[src/rtl/rca_pkg.sv]
// Shared constants and the pipeline stage record for the pipelined ripple-carry adder.
// Operand/sum fields are sized for the widest supported build; narrower builds use the low bits.
package rca_pkg;

    localparam int RCA_DEFAULT_WIDTH  = 16;
    localparam int RCA_DEFAULT_STAGES = 4;
    localparam int RCA_MAX_WIDTH      = 64;

    typedef struct packed {
        logic                     valid;
        logic                     carry;
        logic [RCA_MAX_WIDTH-1:0] sum;
        logic [RCA_MAX_WIDTH-1:0] a;
        logic [RCA_MAX_WIDTH-1:0] b;
    } stage_t;

endpackage

[src/rtl/rca_slice.sv]
// Combinational CHUNK-bit adder built as a ripple of full-adder bits.
module rca_slice #(
    parameter int CHUNK = 4
) (
    input  logic [CHUNK-1:0] a,
    input  logic [CHUNK-1:0] b,
    input  logic             ci,
    output logic [CHUNK-1:0] s,
    output logic             co
);

    logic c;

    always_comb begin
        s = '0;
        c = ci;
        for (int unsigned i = 0; i < CHUNK; i++) begin
            s[i] = a[i] ^ b[i] ^ c;
            c    = (a[i] & b[i]) | (c & (a[i] ^ b[i]));
        end
        co = c;
    end

endmodule

[src/rtl/pipelined_rca.sv]
// Pipelined ripple-carry adder: stage i adds chunk i with the carry registered by stage i-1.
// Define PIPELINED_RCA_OVF_EN to add the OVF (signed overflow) output aligned with S.
module pipelined_rca
    import rca_pkg::*;
#(
    parameter int WIDTH  = RCA_DEFAULT_WIDTH,
    parameter int STAGES = RCA_DEFAULT_STAGES
) (
    input  logic             clk,
    input  logic             rst_n,
    input  logic [WIDTH-1:0] A,
    input  logic [WIDTH-1:0] B,
    input  logic             Cin,
    input  logic             in_valid,
    output logic             in_ready,
    output logic [WIDTH-1:0] S,
    output logic             Cout,
    output logic             out_valid,
    input  logic             out_ready
`ifdef PIPELINED_RCA_OVF_EN
    ,
    output logic             OVF
`endif
);

    localparam int CHUNK = WIDTH / STAGES;
    localparam int LAST  = STAGES - 1;

    if ((WIDTH % STAGES) != 0) begin : g_bad_split
        $fatal(1, "pipelined_rca: WIDTH (%0d) is not divisible by STAGES (%0d)", WIDTH, STAGES);
    end
    if (WIDTH > RCA_MAX_WIDTH) begin : g_bad_width
        $fatal(1, "pipelined_rca: WIDTH (%0d) exceeds RCA_MAX_WIDTH (%0d)", WIDTH, RCA_MAX_WIDTH);
    end

    stage_t           feed    [STAGES];
    stage_t           stage_d [STAGES];
    stage_t           stage_q [STAGES];
    logic [CHUNK-1:0] s_chunk [STAGES];
    logic             co      [STAGES];
    logic             adv;

    assign adv      = !stage_q[LAST].valid || out_ready;
    assign in_ready = adv;

    // feed[i] is what stage i consumes: the port operands for stage 0, the previous register otherwise.
    always_comb begin
        feed[0].valid = in_valid;
        feed[0].carry = Cin;
        feed[0].sum   = '0;
        feed[0].a     = RCA_MAX_WIDTH'(A);
        feed[0].b     = RCA_MAX_WIDTH'(B);
        for (int unsigned i = 1; i < STAGES; i++) begin
            feed[i] = stage_q[i-1];
        end
    end

    for (genvar g = 0; g < STAGES; g++) begin : g_stage
        rca_slice #(.CHUNK(CHUNK)) u_slice (
            .a  (feed[g].a[CHUNK-1:0]),
            .b  (feed[g].b[CHUNK-1:0]),
            .ci (feed[g].carry),
            .s  (s_chunk[g]),
            .co (co[g])
        );
    end

    // Pending operand chunks shift down so every slice works on the low CHUNK bits.
    always_comb begin
        for (int unsigned i = 0; i < STAGES; i++) begin
            stage_d[i] = stage_q[i];
            if (adv) begin
                stage_d[i].valid = feed[i].valid;
                stage_d[i].carry = co[i];
                stage_d[i].sum   = feed[i].sum | (RCA_MAX_WIDTH'(s_chunk[i]) << (i * CHUNK));
                stage_d[i].a     = feed[i].a >> CHUNK;
                stage_d[i].b     = feed[i].b >> CHUNK;
            end
        end
    end

    always_ff @(posedge clk or negedge rst_n) begin
        if (!rst_n) begin
            for (int unsigned i = 0; i < STAGES; i++) begin
                stage_q[i] <= '0;
            end
        end else begin
            for (int unsigned i = 0; i < STAGES; i++) begin
                stage_q[i] <= stage_d[i];
            end
        end
    end

    assign S         = stage_q[LAST].sum[WIDTH-1:0];
    assign Cout      = stage_q[LAST].carry;
    assign out_valid = stage_q[LAST].valid;

`ifdef PIPELINED_RCA_OVF_EN
    logic ovf_d;
    logic ovf_q;

    // Signed overflow is the carry out of the MSB xor the carry into it (a^b^s at the MSB).
    always_comb begin
        ovf_d = ovf_q;
        if (adv) begin
            ovf_d = co[LAST] ^ feed[LAST].a[CHUNK-1] ^ feed[LAST].b[CHUNK-1]
                  ^ s_chunk[LAST][CHUNK-1];
        end
    end

    always_ff @(posedge clk or negedge rst_n) begin
        if (!rst_n) begin
            ovf_q <= 1'b0;
        end else begin
            ovf_q <= ovf_d;
        end
    end

    assign OVF = ovf_q;
`endif

endmodule

[config.mk]
export PLATFORM = sky130hd
export DESIGN_NAME = pipelined_rca
export DESIGN_NICKNAME = d
export VERILOG_FILES = /design/src/rtl/rca_pkg.sv /design/src/rtl/rca_slice.sv /design/src/rtl/pipelined_rca.sv
export SDC_FILE = /design/constraint.sdc
export NUM_CORES = 1
export LEC_CHECK = 0
export ABC_AREA = 0
export CORE_MARGIN = 8
export CORE_UTILIZATION = 55
export CTS_BUF_LIST = sky130_fd_sc_hd__clkbuf_8
export CTS_CLUSTER_DIAMETER = 50
export CTS_CLUSTER_SIZE = 10
export DETAILED_ROUTE_END_ITERATION = 8
export PLACE_DENSITY = 0.81
export SYNTH_ARGS = -nofsm -noshare
export SYNTH_HDL_FRONTEND = slang
export SYNTH_SLANG_ARGS = --single-unit
[constraint.sdc]
create_clock -name clk -period 2.5 [get_ports clk]
set_input_delay 0.75 -clock clk [delete_from_list [all_inputs] [get_ports clk]]
set_output_delay 0.75 -clock clk [all_outputs]
set_load 0.02 [all_outputs]
==> results_dict.tcl <==
set metrics [dict create \
    cellPowerDensity_nw_per_um2 1201 \
    syn_to_final_growth_pct 21.95 \
    place_hpwl_um 4735 \
    start_kind "input port" \
    detail_route.first_pass.iterations 4 \
    die_area_sq_um 10510 \
    hold_violations 0 \
    place_ws_ns -0.4281 \
    syn_inst 262 \
    port_buffers 55 \
    grt_max_degree 62 \
    grt_pass1_wl_um 11120 \
    placedCellCount 409 \
    syn_area_sq_um 4116 \
    cts_buffers 9 \
    pwr-share-clk_pct 18.5 \
    required_ns 2.73 \
    cap_violations 0 \
    rr_worst_depth 8 \
    htreeDepth 3 \
    ir_drop_mv 0.5750 \
    cts_tree "built" \
    reg2reg_setup_slack_ns 0.33 \
    wl_um 6663 \
    status "complete, no violations" \
    routed_via_density 4.986 \
    ant_nets 0 \
    power.leakage_uw 0.002216 \
    setup_tns_ns 0 \
    synth_area_per_cell_sq_um 15.71 \
    finalCriticalPeriod_ns 2.332 \
    drv_slew 0 \
    clk_pin_slew_ns 0.09 \
    syn_nets 315 \
    rsz0062_at_grt "no" \
    ctsHoldBuffers 0 \
    io_pins 56 \
    grt_util_all_layers_pct 13.88 \
    drt_iter0_markers 46 \
    start_util_pct 56.75 \
    setup_ws_ns 0.1680 \
    period_share_pct 93.28 \
    place_area_sq_um 4787 \
    yosysUniqueCellTypes 13 \
    yosys_warnings 0 \
    critical_path.max_fanout 1 \
    drive_above_1_share_pct 36.81 \
    swShare_pct 31.00 \
    setup_viol 0 \
    fin_cells 425 \
    internal-power_uw 4160 \
    ys_ff_latch 96 \
    clk_latency_ns 0.35 \
    timing.rr.start "feed[0]$_DFFE_PN0P_" \
    clock_sinks 96 \
    hp-class "input port to asynchronous set/reset pin" \
    nets 374 \
    coreArea_sq_um 7253 \
    r2r_end "S[15]$_DFFE_PN0P_" \
    antenna_found_initial 0 \
    die-height_um 102.5 \
    nFillCells 517 \
    cts_root_buf "clkbuf_8" \
    cp-end-kind "register" \
    worstMarginPinSlew_ns 0.4464 \
    cts_setup_buffers 0 \
    grt_pass1_vias 2328 \
    arrival_ns 2.57 \
    overflow 0 \
    p_switching_uw 1869 \
    seq_power_share_pct 43.3 \
    antenna_cells 0 \
    place_congestion 0.7253 \
    slew_headroom_pct 70.24 \
    combPwrFrac_pct 38.1 \
    final_cell_area_sq_um 5020 \
    critPathKind "input port to register" \
    max_freq_mhz 428.8 \
    wl_per_cell_um 15.68 \
    ys_seq_area_share_pct 58.36 \
    fin_skew_ns 0.006985 \
    die_x_um 102.5 \
    vias 2119 \
    drc 0 \
    rows 31 \
    cts_max_path_buffers 2 \
]
-- cell type report --
class | instances | area [sq um] | share of cell area (%)
sequential | 96 | 2402 | 47.86
multi-input combinational | 125 | 1520 | 30.28
timing repair buffer | 61 | 640.6 | 12.76
clock buffer | 10 | 137.6 | 2.742
tap | 99 | 123.9 | 2.468
inverter | 28 | 105.1 | 2.094
clock inverter | 6 | 90.09 | 1.795
-- placed cells by master (no fill, tap or decap), types with 2 or more instances in the layout --
cell | Yosys | layout
a21oi_1 | 3 | 3
buf_12 | 0 | 4
mux2_4 | 15 | 15
dfrtp_1 | 96 | 96
a21oi_2 | 9 | 9
inv_1 | 28 | 27
mux2_2 | 68 | 68
fa_2 | 0 | 2
clkdlybuf4s50_1 | 0 | 50
fa_1 | 16 | 14
nor3b_1 | 12 | 12
bufinv_16 | 0 | 2
dlygate4sd2_1 | 0 | 2
buf_4 | 0 | 4
clkbuf_8 | 0 | 10
inv_6 | 0 | 2
-- metrics by stage --
stage | power, uW | hold slack [ns] | utilization (%)
final | 6029 | 0.3351 | 69.21
after global routing | 6441 | 0.3479 | 69.21
after CTS | 6131 | 0.3360 | 69.14
after detailed placement | 4993 | 0.4805 | 66.00
after global placement | 4864 | 0.4478 | 66.00
after floorplan | 4201 | 0.4349 | -
-- sequential cells by signal (all words and copies together), names as in the netlist --
register and flops:
Cout 1, feed 78, out_valid 1, S 16
-- what timing repair did --
item | 4_1_cts | 5_1_grt
resized for setup | 3 | 3
pin swaps | 2 | 1
setup endpoints to repair | 1 | 1
-- power by group through the flow --
stage	registers, uW	logic (uW)	clock network (uW)
floorplan	2720	1480	0
global placement	2610	2250	0
detailed placement	2660	2340	0
CTS	2620	2350	1150
global route	2700	2530	1210
finish	2610	2300	1120
-- per-layer routing --
layer | up-vias | part of all wire (%) | track usage, %
met3 | 9 | 4.4 | 3.174
met5 | - | 0 | 0
met4 | 0 | 1.8 | 7.901
met2 | 38 | 50 | 21.93
met1 | 1088 | 44 | 17.27
li1 | 984 | - | -
-- cell usage after synthesis --
master,n,area [sq um]
a21oi_1,3,15.01
dfrtp_1,96,2402
mux2_4,15,225.2
inv_1,28,105.1
fa_1,16,320.3
a21oi_2,9,78.83
nor3b_1,12,90.09
mux2_2,68,765.7
nand2b_4,1,13.76
buf_2,6,30.03
buf_6,5,56.30
clkbuf_1,2,7.510
nand2b_1,1,6.260
-- cell families after synthesis --
logic type | count (synthesis) | synth area share [%]
flip-flops | 96 | 58.36
multiplexers | 83 | 24.07
buffers and inverters | 41 | 4.833
adder cells (fa/ha/maj) | 16 | 7.781
AND/OR/NAND/NOR | 14 | 2.675
AO/OA/AOI/OAI | 12 | 2.280
-- worst max-delay path: stages --
cell	delay, ns
clkdlybuf4s50_1	0.47
inv_1	0.06
fa_1	0.42
inv_1	0.08
fa_2	0.19
inv_2	0.04
fa_1	0.51
a21oi_2	0.06
-- how the worst max path moves through the flow --
stage,startpoint,to,slack (ns),cells past startpoint
after CTS,Cin,feed[519]$_DFFE_PN0P_,0.02,9
after global placement,A[0],feed[519]$_DFFE_PN0P_,-0.39,9
after floorplan,A[0],feed[519]$_DFFE_PN0P_,0.09,8
after global routing,A[1],feed[519]$_DFFE_PN0P_,0.10,8
after detailed placement,A[0],feed[519]$_DFFE_PN0P_,-0.43,9
final,A[1],feed[519]$_DFFE_PN0P_,0.17,8
Power figures use the tool's default switching activity.
